[src/rtl/unsigned_mul_8x8_ha_array_reducer_if.sv]
// Handshake bundle between the ha_array generator, the row reducer and the product consumer.
// Upstream side: s_valid/s_ready with 4 carry rows and 4 sum rows. Downstream side: m_valid/m_ready with p/ovf.
interface unsigned_mul_8x8_ha_array_reducer_if;
    logic        s_valid;
    logic        s_ready;
    logic [6:0]  ha_array_0_b;
    logic [6:0]  ha_array_1_b;
    logic [6:0]  ha_array_2_b;
    logic [6:0]  ha_array_3_b;
    logic [8:0]  ha_array_0_t;
    logic [8:0]  ha_array_1_t;
    logic [8:0]  ha_array_2_t;
    logic [8:0]  ha_array_3_t;
    logic [15:0] p;
    logic        ovf;
    logic        m_valid;
    logic        m_ready;

    modport slave (
        input  s_valid,
        input  ha_array_0_b, ha_array_1_b, ha_array_2_b, ha_array_3_b,
        input  ha_array_0_t, ha_array_1_t, ha_array_2_t, ha_array_3_t,
        input  m_ready,
        output s_ready,
        output p,
        output ovf,
        output m_valid
    );

    modport master (
        output s_valid,
        output ha_array_0_b, ha_array_1_b, ha_array_2_b, ha_array_3_b,
        output ha_array_0_t, ha_array_1_t, ha_array_2_t, ha_array_3_t,
        output m_ready,
        input  s_ready,
        input  p,
        input  ovf,
        input  m_valid
    );
endinterface

[src/rtl/unsigned_mul_8x8_ha_array_reducer.sv]
// Sums the four ha_array rows one per cycle into a 16-bit product; result valid 5 cycles after accept.
// Result held in DONE until m_ready; a new bundle may be accepted on the same edge the result is consumed.
module unsigned_mul_8x8_ha_array_reducer (
    input  logic                                clk,
    input  logic                                rst,
    unsigned_mul_8x8_ha_array_reducer_if.slave  bus
);
    typedef enum logic [1:0] {
        S_IDLE = 2'd0,
        S_ACC  = 2'd1,
        S_DONE = 2'd2
    } state_t;

    state_t      r_state;
    logic [1:0]  r_cnt;
    logic [8:0]  r_t [4];
    logic [6:0]  r_b [4];
    logic [15:0] r_acc;
    logic        r_ovf;

    logic        w_s_ready;
    logic        w_accept;
    logic [16:0] w_row;
    logic [16:0] w_sum;

    assign w_s_ready = !rst && ((r_state == S_IDLE) || ((r_state == S_DONE) && bus.m_ready));
    assign w_accept  = bus.s_valid && w_s_ready;

    // Row k: sum row at weight 4^k, carry row two bit positions above it.
    always_comb begin
        w_row = 17'd0;
        case (r_cnt)
            2'd0:    w_row = {8'd0, r_t[0]}       + {8'd0, r_b[0], 2'b00};
            2'd1:    w_row = {6'd0, r_t[1], 2'b00} + {6'd0, r_b[1], 4'b0000};
            2'd2:    w_row = {4'd0, r_t[2], 4'b0000} + {4'd0, r_b[2], 6'b000000};
            default: w_row = {2'd0, r_t[3], 6'b000000} + {2'd0, r_b[3], 8'b00000000};
        endcase
    end

    // Largest row plus a full accumulator still fits in 17 bits, so bit 16 is the carry out of bit 15.
    assign w_sum = {1'b0, r_acc} + w_row;

    always_ff @(posedge clk) begin
        if (rst) begin
            r_state <= S_IDLE;
            r_cnt   <= 2'd0;
            r_acc   <= 16'd0;
            r_ovf   <= 1'b0;
            for (int k = 0; k < 4; k++) begin
                r_t[k] <= 9'd0;
                r_b[k] <= 7'd0;
            end
        end else if (w_accept) begin
            r_t[0]  <= bus.ha_array_0_t;
            r_t[1]  <= bus.ha_array_1_t;
            r_t[2]  <= bus.ha_array_2_t;
            r_t[3]  <= bus.ha_array_3_t;
            r_b[0]  <= bus.ha_array_0_b;
            r_b[1]  <= bus.ha_array_1_b;
            r_b[2]  <= bus.ha_array_2_b;
            r_b[3]  <= bus.ha_array_3_b;
            r_acc   <= 16'd0;
            r_ovf   <= 1'b0;
            r_cnt   <= 2'd0;
            r_state <= S_ACC;
        end else begin
            case (r_state)
                S_ACC: begin
                    r_acc <= w_sum[15:0];
                    r_ovf <= r_ovf | w_sum[16];
                    r_cnt <= r_cnt + 2'd1;
                    if (r_cnt == 2'd3) begin
                        r_state <= S_DONE;
                    end
                end
                S_DONE: begin
                    if (bus.m_ready) begin
                        r_state <= S_IDLE;
                    end
                end
                default: begin
                end
            endcase
        end
    end

    assign bus.s_ready = w_s_ready;
    assign bus.m_valid = (r_state == S_DONE);
    assign bus.p       = r_acc;
    assign bus.ovf     = r_ovf;
endmodule
[src/flat_wrapper.sv]
// flat-port wrapper written by rule: the top's interface ports become plain ports
module unsigned_mul_8x8_ha_array_reducer_flat 
  (clk, rst, bus_s_valid, bus_ha_array_0_b, bus_ha_array_1_b, bus_ha_array_2_b, bus_ha_array_3_b, bus_ha_array_0_t, bus_ha_array_1_t, bus_ha_array_2_t, bus_ha_array_3_t, bus_m_ready, bus_s_ready, bus_p, bus_ovf, bus_m_valid);
  unsigned_mul_8x8_ha_array_reducer_if bus_i ();
  input  logic clk;
  input  logic rst;
  input wire logic [$bits(bus_i.s_valid)-1:0] bus_s_valid;
  input wire logic [$bits(bus_i.ha_array_0_b)-1:0] bus_ha_array_0_b;
  input wire logic [$bits(bus_i.ha_array_1_b)-1:0] bus_ha_array_1_b;
  input wire logic [$bits(bus_i.ha_array_2_b)-1:0] bus_ha_array_2_b;
  input wire logic [$bits(bus_i.ha_array_3_b)-1:0] bus_ha_array_3_b;
  input wire logic [$bits(bus_i.ha_array_0_t)-1:0] bus_ha_array_0_t;
  input wire logic [$bits(bus_i.ha_array_1_t)-1:0] bus_ha_array_1_t;
  input wire logic [$bits(bus_i.ha_array_2_t)-1:0] bus_ha_array_2_t;
  input wire logic [$bits(bus_i.ha_array_3_t)-1:0] bus_ha_array_3_t;
  input wire logic [$bits(bus_i.m_ready)-1:0] bus_m_ready;
  output wire logic [$bits(bus_i.s_ready)-1:0] bus_s_ready;
  output wire logic [$bits(bus_i.p)-1:0] bus_p;
  output wire logic [$bits(bus_i.ovf)-1:0] bus_ovf;
  output wire logic [$bits(bus_i.m_valid)-1:0] bus_m_valid;
  assign bus_i.s_valid = bus_s_valid;
  assign bus_i.ha_array_0_b = bus_ha_array_0_b;
  assign bus_i.ha_array_1_b = bus_ha_array_1_b;
  assign bus_i.ha_array_2_b = bus_ha_array_2_b;
  assign bus_i.ha_array_3_b = bus_ha_array_3_b;
  assign bus_i.ha_array_0_t = bus_ha_array_0_t;
  assign bus_i.ha_array_1_t = bus_ha_array_1_t;
  assign bus_i.ha_array_2_t = bus_ha_array_2_t;
  assign bus_i.ha_array_3_t = bus_ha_array_3_t;
  assign bus_i.m_ready = bus_m_ready;
  assign bus_s_ready = bus_i.s_ready;
  assign bus_p = bus_i.p;
  assign bus_ovf = bus_i.ovf;
  assign bus_m_valid = bus_i.m_valid;
  unsigned_mul_8x8_ha_array_reducer u_core (.clk(clk), .rst(rst), .bus(bus_i));
endmodule
[config.mk]
export PLATFORM = sky130hd
export DESIGN_NAME = unsigned_mul_8x8_ha_array_reducer_flat
export DESIGN_NICKNAME = d
export VERILOG_FILES = /design/src/rtl/unsigned_mul_8x8_ha_array_reducer_if.sv /design/src/rtl/unsigned_mul_8x8_ha_array_reducer.sv /design/src/flat_wrapper.sv
export SDC_FILE = /design/constraint.sdc
export NUM_CORES = 1
export LEC_CHECK = 0
export ABC_AREA = 1
export BUFFER_PORTS_ARGS = -buffer_cell sky130_fd_sc_hd__buf_2
export CAP_MARGIN = 40
export CORE_UTILIZATION = 64
export CTS_BUF_LIST = sky130_fd_sc_hd__clkbuf_2 sky130_fd_sc_hd__clkbuf_4 sky130_fd_sc_hd__clkbuf_8
export CTS_CLUSTER_SIZE = 20
export DETAILED_ROUTE_END_ITERATION = 10
export PLACE_DENSITY = 0.88
export SYNTH_ARGS = -nofsm -noshare
export SYNTH_HDL_FRONTEND = slang
export SYNTH_SLANG_ARGS = --single-unit
[constraint.sdc]
create_clock -name clk -period 4.35 [get_ports clk]
set_clock_uncertainty 0.1 [all_clocks]
set_input_delay 0.2175 -clock clk [delete_from_list [all_inputs] [get_ports clk]]
set_output_delay 0.2175 -clock clk [all_outputs]
set_load 0.1 [all_outputs]
==> metrics.yaml, run 1 <==
endpoint_kind: "flop"
cts_inserted_buffers: 9
coreArea_sq_um: 8760
grt_pass1_wl_mm: 21.4
switching_power_uw: 1660
avgViaCountPerCell: 5.22
wl_per_cell_um: 13.0
setup.worst_path.start: "u_core.r_b[0][0]"
place_congestion: 0.929
grt_antenna_before_repair: 0
post_cts_buffers: 0
p_seq_frac: 0.331
required_ns: 4.52
insertion_delay_ns: 0.37
fin_crit_ns: 3.10
rsz0062_at_grt: "no"
arrival_ns: 3.27
synth_seq_area_share: 0.404
num_rows: 34
tritoncts: "yes"
reg2reg_slack_ns: 1.25
placedCellCount: 946
cp_max_fo: 5
drtIter0Drc: 258
syn_inst: 762
layout-drive-gt1-share: 0.149
stdcell_count: 963
report.final.setup_viol: 0
slew_headroom: 0.551
powerDensity_nw_per_um2: 529
h-tree-depth: 3
ys_ff_latch: 85
cts.clk_slew.worst_paths_ns: 0.10
worstHoldEndpoint: "u_core.r_t[1][8]"
hp-class: "primary input to flop"
crit_path_start_kind: "flop"
io_buffers: 86
synth_fp_nets: 886
yosysWarnings: 0
syn_to_final_growth_pct: 12.1
overflow: 0
wl_mm: 12.5
r2r_end: "u_core.bus.p[15]"
min_period_over_period: 0.712
drc_errors: 0
final_nets: 974
r2r_cells: 18
diodes: 0
slew_violations: 0
fin_area_sq_um: 6500
vias: 5030
fp.dieW_um: 97.2
share_comb_of_total_power: 0.511
ys_types: 39
hold_viol: 0
worst_pin_slew_ns: 0.674
peakVddDrop_mv: 0.250
dpl.hpwl_mm: 9.39
cts.path.max_buffers: 2
track_usage: 0.281
sw_frac_of_total: 0.483
hold_depth: 3
syn_area_sq_um: 5800
start_util: 0.662
clkPwrFrac: 0.158
crit_type: "flop to flop"
grt_pass1_vias: 4924
clockRootBuffer: "clkbuf_8"
max_freq_mhz: 323
whs_ns: 0.0421
pin_count: 87
min_from: "bus_ha_array_1_t[8]"
grt_max_degree: 68
die_h_um: 97.2
cts.sinks: 85
cap_violations: 0
reg2reg_from: "u_core.r_b[0][0]"
ant_nets: 0
fin_setup_tns_ns: 0
dr.pass1.iters: 5
status: "completed"
syn_avg_cell_area_sq_um: 7.61
dpl-instance-area_sq_um: 6310
p_leak_uw: 0.00354
die_area_sq_um: 9450
p_int_uw: 1780
## placed cells by master (no fill, tap or decap), drive strengths merged
cell type,Yosys,layout
clkinv,1,3
fa,5,5
nand4,14,14
o21a,1,1
clkbuf,1,9
and2,2,2
o2111ai,2,2
nand3,50,50
xor2,3,3
ha,51,51
nand3b,2,2
dlygate4sd3,0,1
o22ai,1,1
o21ai,15,15
dfxtp,21,21
xnor2,1,1
nor3,3,3
buf,13,90
o31ai,1,1
nand2,164,164
o21bai,1,1
a211oi,2,2
a21oi,47,47
nor2,119,119
edfxtp,64,64
or2,11,11
inv,164,169
o211ai,1,1
a31oi,2,2
## registers in the layout (all words and copies together) (netlist names)
name	count
u_core.r_b	28
u_core.bus.p	16
u_core.r_t	36
u_core.r_cnt	2
u_core.r_state	2
u_core.bus.ovf	1
## logic make-up after synthesis
family,synth area share
AND/OR/NAND/NOR,0.269
buffers and inverters,0.125
flip-flops,0.404
AO/OA/AOI/OAI,0.0688
adder cells (fa/ha/maj),0.127
XOR/XNOR,0.00604
## cells in the mapped netlist, drive strengths merged
library cell | instances | area share
a211oi | 2 | 0.0026
a21oi | 47 | 0.042
a31oi | 2 | 0.0022
and2 | 2 | 0.0022
buf | 13 | 0.017
clkbuf | 1 | 0.00065
clkinv | 1 | 0.00065
dfxtp | 21 | 0.072
edfxtp | 64 | 0.33
fa | 5 | 0.017
ha | 51 | 0.11
inv | 164 | 0.11
nand2 | 164 | 0.11
nand3 | 50 | 0.045
nand3b | 2 | 0.0026
nand4 | 14 | 0.015
nor2 | 119 | 0.078
nor3 | 3 | 0.0043
o2111ai | 2 | 0.0030
o211ai | 1 | 0.0013
o21a | 1 | 0.0013
o21ai | 15 | 0.013
o21bai | 1 | 0.0013
o22ai | 1 | 0.0011
o31ai | 1 | 0.0013
or2 | 11 | 0.012
xnor2 | 1 | 0.0015
xor2 | 3 | 0.0045
## metal layers
metal  GRT usage  up-vias  share of wire
met5           0        -              0
met1       0.349     2251           0.44
li1            -     2578              -
met3      0.0532       30          0.056
met2       0.484      171           0.48
met4       0.104        0          0.026
## worst max path at each step
stage	end	slack [ns]	cells past startpoint
finish	u_core.bus.p[15]	1.25	18
global route	u_core.bus.p[15]	0.94	18
CTS	u_core.bus.p[15]	1.30	18
detailed placement	u_core.bus.p[15]	1.31	18
global placement	u_core.bus.p[15]	1.41	18
floorplan	u_core.r_b[0][0]	0.72	7
## what timing repair did
action | CTS | global route
gates resized for setup | 0 | 0
hold buffers | 1 | 0
hold endpoints to repair | 1 | 0
## worst max-delay path, stage by stage, from the launching register on
cell and delay (ns):
edfxtp_1 0.38, ha_1 0.25, fa_1 0.43, a21oi_1 0.15, o21ai_0 0.11, a21oi_1 0.13
o21ai_0 0.09, a21oi_1 0.19, ha_1 0.31, nand2_1 0.12, inv_1 0.06, a21oi_1 0.22
nand2_2 0.10, nand2_1 0.09, nand2_1 0.06, nand2_1 0.06, nand3_1 0.06, nand2_1 0.07
inv_1 0.03
## final cells by class
class                           count  area (sq um)
Multi-Input combinational cell    498          2730
Sequential cell                    85          2340
Fill cell                         671          2260
Inverter                          165           619
Timing Repair Buffer               91           490
Tap cell                          108           135
Clock buffer                        9           124
Clock inverter                      7          56.3
## per-stage QoR
stage	worst slack, ns	utilization	power (uW)
floorplan	0.720	-	2540
global placement	1.41	0.717	2820
detailed placement	1.31	0.720	2890
CTS	1.30	0.742	3440
global route	0.938	0.742	3690
finish	1.25	0.742	3440
## power groups by stage
stage	Sequential, uW	Combinational, uW	Clock [uW]
final	1140	1760	542
after global routing	1150	1950	587
after CTS	1140	1750	551
after detailed placement	1160	1740	0
after floorplan	1460	1080	0
after global placement	1150	1680	0
Note: power is estimated with default switching activity, not from simulation.
==> inputs of run 2 (changes only) <==
--- a/config.mk
+++ b/config.mk
@@ -8,11 +8,11 @@
 export ABC_AREA = 1
 export BUFFER_PORTS_ARGS = -buffer_cell sky130_fd_sc_hd__buf_2
 export CAP_MARGIN = 40
-export CORE_UTILIZATION = 64
+export CORE_UTILIZATION = 54
 export CTS_BUF_LIST = sky130_fd_sc_hd__clkbuf_2 sky130_fd_sc_hd__clkbuf_4 sky130_fd_sc_hd__clkbuf_8
 export CTS_CLUSTER_SIZE = 20
 export DETAILED_ROUTE_END_ITERATION = 10
-export PLACE_DENSITY = 0.88
+export PLACE_DENSITY = 0.79
 export SYNTH_ARGS = -nofsm -noshare
 export SYNTH_HDL_FRONTEND = slang
 export SYNTH_SLANG_ARGS = --single-unit
==> constraint.sdc (replaced) <==
create_clock -name clk -period 2.82 [get_ports clk]
set_clock_uncertainty 0.1 [all_clocks]
set_input_delay 0.141 -clock clk [delete_from_list [all_inputs] [get_ports clk]]
set_output_delay 0.141 -clock clk [all_outputs]
set_load 0.1 [all_outputs]
==> run 2 against run 1 <==
  * The flow now finishes with violations (negative setup slack)
  * Flip-flop and latch count unchanged
  * Critical path depth stayed put
  * Global-route usage down 1.5 points
  * Via count is 12% higher
  * Critical endpoint is now u_core.bus.p[8]
  * Largest cell class unchanged
  * Highest routed layer unchanged
==> metrics.yaml, run 2 (synthesis results as in run 1) <==
start_util: 0.559  # -0.103
clockRootBuffer: "clkbuf_8"
insertion_delay_ns: 0.38  # about the same
crit_path_end: "u_core.bus.p[8]"
pre_cts_slack_ns: -0.103  # -1.41 ns
dpl-instance-area_sq_um: 6540  # +3.7%
fin_setup_tns_ns: -0.329  # -0.329 ns
slew_headroom: 0.563  # +0.0122
place_congestion: 0.876  # -5.7%
required_ns: 3.00  # -1.52 ns
layout-drive-gt1-share: 0.277  # +0.128
cts.clk_slew.worst_paths_ns: 0.09  # about the same
cap_violations: 0  # unchanged
layout_common_cells: "inv_1 (157), nand2_1 (135), nor2_1 (113)"
cts.sinks: 85  # unchanged
wl_mm: 15.8  # +26%
clkPwrFrac: 0.144  # -0.014
cts.path.max_buffers: 2  # unchanged
min_period_over_period: 1.03  # +0.320
drc_errors: 0  # unchanged
pin_count: 87  # unchanged
share_comb_of_total_power: 0.570  # +0.059
h-tree-depth: 3  # unchanged
layout_setup_ws_ns: -0.0915  # -1.34 ns
slew_violations: 0  # unchanged
final_nets: 1069  # +9.8%
fp.dieW_um: 106  # +8.7%
utilization: 0.770  # +0.0283
violations: "negative setup slack"
io_buffers: 86  # unchanged
ant_nets: 0  # unchanged
dpl.hpwl_mm: 9.31  # -0.82%
avgViaCountPerCell: 5.17  # -1.1%
peakVddDrop_mv: 0.781  # +210%
cp_max_fo: 4  # -1
switching_power_uw: 2920  # +76%
p_leak_uw: 0.00403  # +14%
placedCellCount: 997  # +5.4%
coreArea_sq_um: 10400  # +18%
die_area_sq_um: 11200  # +18%
endpoint_kind: "flop"
stdcell_count: 1086  # +13%
tritoncts: "yes"
layout_commonest_cell: "inv_1"
rsz0062_at_grt: "yes"
dr.pass1.iters: 5  # unchanged
drtIter0Drc: 338  # +31%
largest_reg_flops: 36  # unchanged
reg2reg_from: "u_core.r_b[2][0]"
p_int_uw: 3380  # +90%
track_usage: 0.265  # -0.0153
vias: 5611  # +12%
arrival_ns: 3.09  # -0.18 ns
hold_viol: 0  # unchanged
hp-class: "primary input to flop"
sw_frac_of_total: 0.464  # -0.0189
num_rows: 37  # +8.8%
wl_per_cell_um: 14.5  # +12%
max_freq_mhz: 343  # +6.4%
grt_pass1_wl_mm: 23.4  # +9.3%
grt_pass1_vias: 5399  # +9.6%
reg2reg_slack_ns: -0.09  # -1.34 ns
report.final.setup_viol: 8  # +8
largest_register: "u_core.r_t"
crit_type: "flop to flop"
cts_inserted_buffers: 9  # unchanged
p_seq_frac: 0.286  # -0.045
setup.worst_path.start: "u_core.r_b[2][0]"
grt_max_degree: 68  # unchanged
die_h_um: 106  # +8.7%
status: "complete, but fails checks"
diodes: 0  # unchanged
fin_crit_ns: 2.91  # -0.186 ns
fin_area_sq_um: 7990  # +23%
r2r_end: "u_core.bus.p[8]"
overflow: 0  # unchanged
grt_antenna_before_repair: 0  # unchanged
crit_path_start_kind: "flop"
worst_pin_slew_ns: 0.656  # -0.0183 ns
syn_to_final_growth_pct: 37.7
powerDensity_nw_per_um2: 789  # +49%
r2r_cells: 18  # unchanged
[run 2: cell count changes in the layout (fill, tap and decap cells not counted), sizes merged]
cell and delta:
buf +35, dlygate4sd3 +60, clkinv +1, clkbuf +1
inv -3, bufinv +1
[run 2: through the flow]
step / power (uW) / hold slack [ns]
floorplan: 3940 / 0.144
detailed placement: 4630 / 0.304
finish: 6300 / 0.00998
global placement: 4580 / 0.303
global route: 6660 / 0.00765
CTS: 5650 / 0.00115
[run 2: timing repair]
action	in CTS	in global routing
resized for setup	18	106
hold buffers	61	0
endpoints found under the setup margin	8	12
buffers inserted	2	10
endpoints found under the hold margin	61	0
pin swaps	5	49
[run 2: metal layers]
| metal | track usage | routed length, um |
|---|---|---|
| met1 | 0.309 | 6260 |
| met2 | 0.475 | 8040 |
| met3 | 0.0482 | 918 |
| met4 | 0.114 | 560 |
| met5 | 0 | 0 |
[run 2: worst min path at each step]
stage                              from                 to  cells past startpoint
floorplan                           rst  u_core.r_state[0]                      1
global placement                    rst  u_core.r_state[0]                      2
detailed placement                  rst  u_core.r_state[0]                      2
CTS                 bus_ha_array_1_b[6]   u_core.r_b[1][6]                      3
global route        bus_ha_array_1_b[6]   u_core.r_b[1][6]                      3
finish              bus_ha_array_2_t[3]   u_core.r_t[2][3]                      3
[run 2: layout make-up]
| cell class | instances | area, sq um |
|---|---|---|
| inverter | 165 | 619 |
| clock inverter | 6 | 70.1 |
| multi-input combinational | 498 | 3290 |
| tap | 136 | 170 |
| sequential | 85 | 2340 |
| fill | 656 | 2380 |
| timing repair buffer | 186 | 1360 |
| clock buffer | 10 | 131 |
[run 2: critical path: stages (launching register included)]
cell,delay (ns)
edfxtp_1,0.40
ha_2,0.21
inv_2,0.05
fa_2,0.44
nor2_1,0.16
nor2_1,0.05
o21ai_1,0.09
inv_1,0.07
a21oi_2,0.16
ha_1,0.30
nand2_2,0.12
inv_2,0.06
nand2_1,0.09
nand2_2,0.08
inv_2,0.06
nand2_2,0.06
xor2_1,0.14
o21ai_1,0.13
inv_1,0.04
[run 2: power by group through the flow]
stage	Combinational, uW	Clock, uW	Sequential, uW
2_1_floorplan	1680	0	2260
3_3_place_gp	2800	0	1780
3_5_place_dp	2840	0	1780
4_1_cts	2980	910	1760
5_1_grt	3870	962	1830
6_report	3590	910	1800
==> inputs of run 3 (changes only) <==
--- a/config.mk
+++ b/config.mk
@@ -8,6 +8,7 @@
 export ABC_AREA = 1
 export BUFFER_PORTS_ARGS = -buffer_cell sky130_fd_sc_hd__buf_2
 export CAP_MARGIN = 40
+export CORE_ASPECT_RATIO = 0.6
 export CORE_UTILIZATION = 54
 export CTS_BUF_LIST = sky130_fd_sc_hd__clkbuf_2 sky130_fd_sc_hd__clkbuf_4 sky130_fd_sc_hd__clkbuf_8
 export CTS_CLUSTER_SIZE = 20
==> run 3 against run 2 <==
  * Die area grew 0.12%
  * Critical path depth did not move
  * Largest power group unchanged
  * Setup slack improved by 0.065 ns
  * Sequential share of layout area grew 0.59 points
  * Flip-flop and latch count unchanged
  * Final cell count about the same
  * Via count is 0.70% lower
  * Non-clock buffer count unchanged
  * Power shrank 1.9%
  * First-iteration DRC count rose by 52%
  * The flow still finishes with violations (negative setup slack)
==> metrics.yaml, run 3 (synthesis results as in run 1) <==
wl_per_cell_um: 14.3  # -1.4%
dpl-instance-area_sq_um: 6560  # +0.25%
overflow: 0  # unchanged
layout_common_cells: "inv_1 (156), nand2_1 (131), nor2_1 (117)"
avgViaCountPerCell: 5.14  # -0.60%
grt_pass1_vias: 5359  # -0.74%
report.final.setup_viol: 3  # -5
hp-class: "primary input to flop"
clkPwrFrac: 0.146  # +0.002
syn_to_final_growth_pct: 35.0
cts.sinks: 85  # unchanged
pin_count: 87  # unchanged
p_int_uw: 3290  # -2.5%
path_buf_inv: 3  # -2
largest_reg_flops: 36  # unchanged
share_comb_of_total_power: 0.565  # -0.005
die_area_sq_um: 11200  # +0.12%
dpl.hpwl_mm: 10.3  # +11%
wl_mm: 15.5  # -1.5%
start_util: 0.571  # +0.0116
cp_top_family: "simple AND/OR/NAND/NOR gates"
endpoint_kind: "flop"
layout-drive-gt1-share: 0.269  # -0.00737
io_buffers: 86  # unchanged
status: "complete, but fails checks"
slew_violations: 0  # unchanged
min_period_over_period: 1.01  # -0.0230
cts.clk_slew.worst_paths_ns: 0.09  # about the same
dr.pass1.iters: 5  # unchanged
layout_setup_ws_ns: -0.0266  # +0.0649 ns
switching_power_uw: 2890  # -1.3%
grt_pass1_wl_mm: 24.6  # +5.0%
max_freq_mhz: 351  # +2.3%
fin_setup_tns_ns: -0.0586  # +0.270 ns
insertion_delay_ns: 0.38  # about the same
sw_frac_of_total: 0.467  # +0.00310
powerDensity_nw_per_um2: 789  # about the same
whs_ns: 0.00483  # -0.00516 ns
violations: "negative setup slack"
fp.dieW_um: 136  # +29%
grt_antenna_before_repair: 0  # unchanged
vias: 5572  # -0.70%
h-tree-depth: 3  # unchanged
peakVddDrop_mv: 0.626  # -20%
drc_errors: 0  # unchanged
final_nets: 1069  # unchanged
coreArea_sq_um: 10200  # -2.0%
cp_slowest_cell: "fa_2"
fin_area_sq_um: 7830  # -2.0%
drtIter0Drc: 515  # +52%
slew_headroom: 0.550  # -0.0130
track_usage: 0.286  # +0.0210
cts.path.max_buffers: 2  # unchanged
clockRootBuffer: "clkbuf_8"
place_congestion: 0.870  # -0.76%
p_seq_frac: 0.289  # +0.003
rsz0062_at_grt: "yes"
tritoncts: "yes"
required_ns: 2.99  # about the same
crit_chain: "buf_4 -> fa_2 -> nand4_1 -> nand3_1 -> nand2_1 -> nand3_1 -> a21oi_2 -> ha_4 -> nand2_2 -> inv_1 -> nand2_1 -> nand2_1 -> a21oi_2 -> nand2_1 -> nand2_1 -> nand3_1 -> nand2_1 -> inv_1"
diodes: 0  # unchanged
hold_viol: 0  # unchanged
fin_crit_ns: 2.85  # -0.0649 ns
largest_register: "u_core.r_t"
layout_commonest_cell: "inv_1"
ant_nets: 0  # unchanged
worst_path_most_repeated_cell: "nand2_1"
crit_path_start_kind: "flop"
cp_max_fo: 4  # unchanged
max_stage_delay_ns: 0.42  # -0.02 ns
num_rows: 28  # -24%
die_h_um: 82.3  # -22%
cap_violations: 0  # unchanged
grt_max_degree: 68  # unchanged
crit_type: "flop to flop"
arrival_ns: 3.02  # -0.07 ns
cts_inserted_buffers: 9  # unchanged
p_leak_uw: 0.00399  # -0.89%
worst_pin_slew_ns: 0.675  # +0.0195 ns
## run 3: final cells by class
class | count | area (sq um)
clock inverter | 6 | 62.6
sequential | 85 | 2340
clock buffer | 10 | 131
timing repair buffer | 186 | 1340
tap | 135 | 169
inverter | 165 | 619
fill | 697 | 2330
multi-input combinational | 498 | 3160
## run 3: routing by layer
layer	GRT usage	wire, um	part of all wire
met1	0.369	6890	0.44
met2	0.495	7280	0.47
met3	0.0531	1080	0.069
met4	0.0854	291	0.019
met5	0	0	0
## run 3: power groups by stage
stage / combinational [uW] / sequential, uW / clock [uW]
after floorplan: 1680 / 2260 / 0
after global placement: 2800 / 1780 / 0
after detailed placement: 2870 / 1790 / 0
after CTS: 2990 / 1760 / 909
after global routing: 3800 / 1810 / 953
final: 3490 / 1790 / 900
## run 3: through the flow
stage	utilization	setup slack, ns	std cells	total power, uW
global placement	0.646	-0.0824	1000	4580
detailed placement	0.646	-0.154	1000	4660
global route	0.771	-0.256	1085	6560
floorplan	-	0.0434	762	3940
CTS	0.726	-0.00846	1074	5660
finish	0.771	-0.0266	1085	6180
## run 3: worst paths after layout
kind / slack [ns] / endpoint / from / cells past startpoint
setup reg to reg: -0.03 / u_core.bus.p[15] / u_core.r_b[1][1] / 18
hold reg to reg: 0.36 / u_core.bus.ovf / u_core.bus.ovf / 2
setup / recovery: -0.03 / u_core.bus.p[15] / u_core.r_b[1][1] / 18
hold / removal: 0.005 / u_core.r_t[3][5] / bus_ha_array_3_t[5] / 3
## run 3: tightest hold or removal path: stages
cell and delay (ns):
buf_2 0.08, inv_1 0.03, nor2_1 0.10
## run 3: timing repair
item                                   4_1_cts  5_1_grt
resized for setup                           19       90
buffers inserted                             2       10
endpoints found under the hold margin       56        1
setup endpoints to repair                    8       11
hold buffers                                56        1
pin swaps                                    7       36
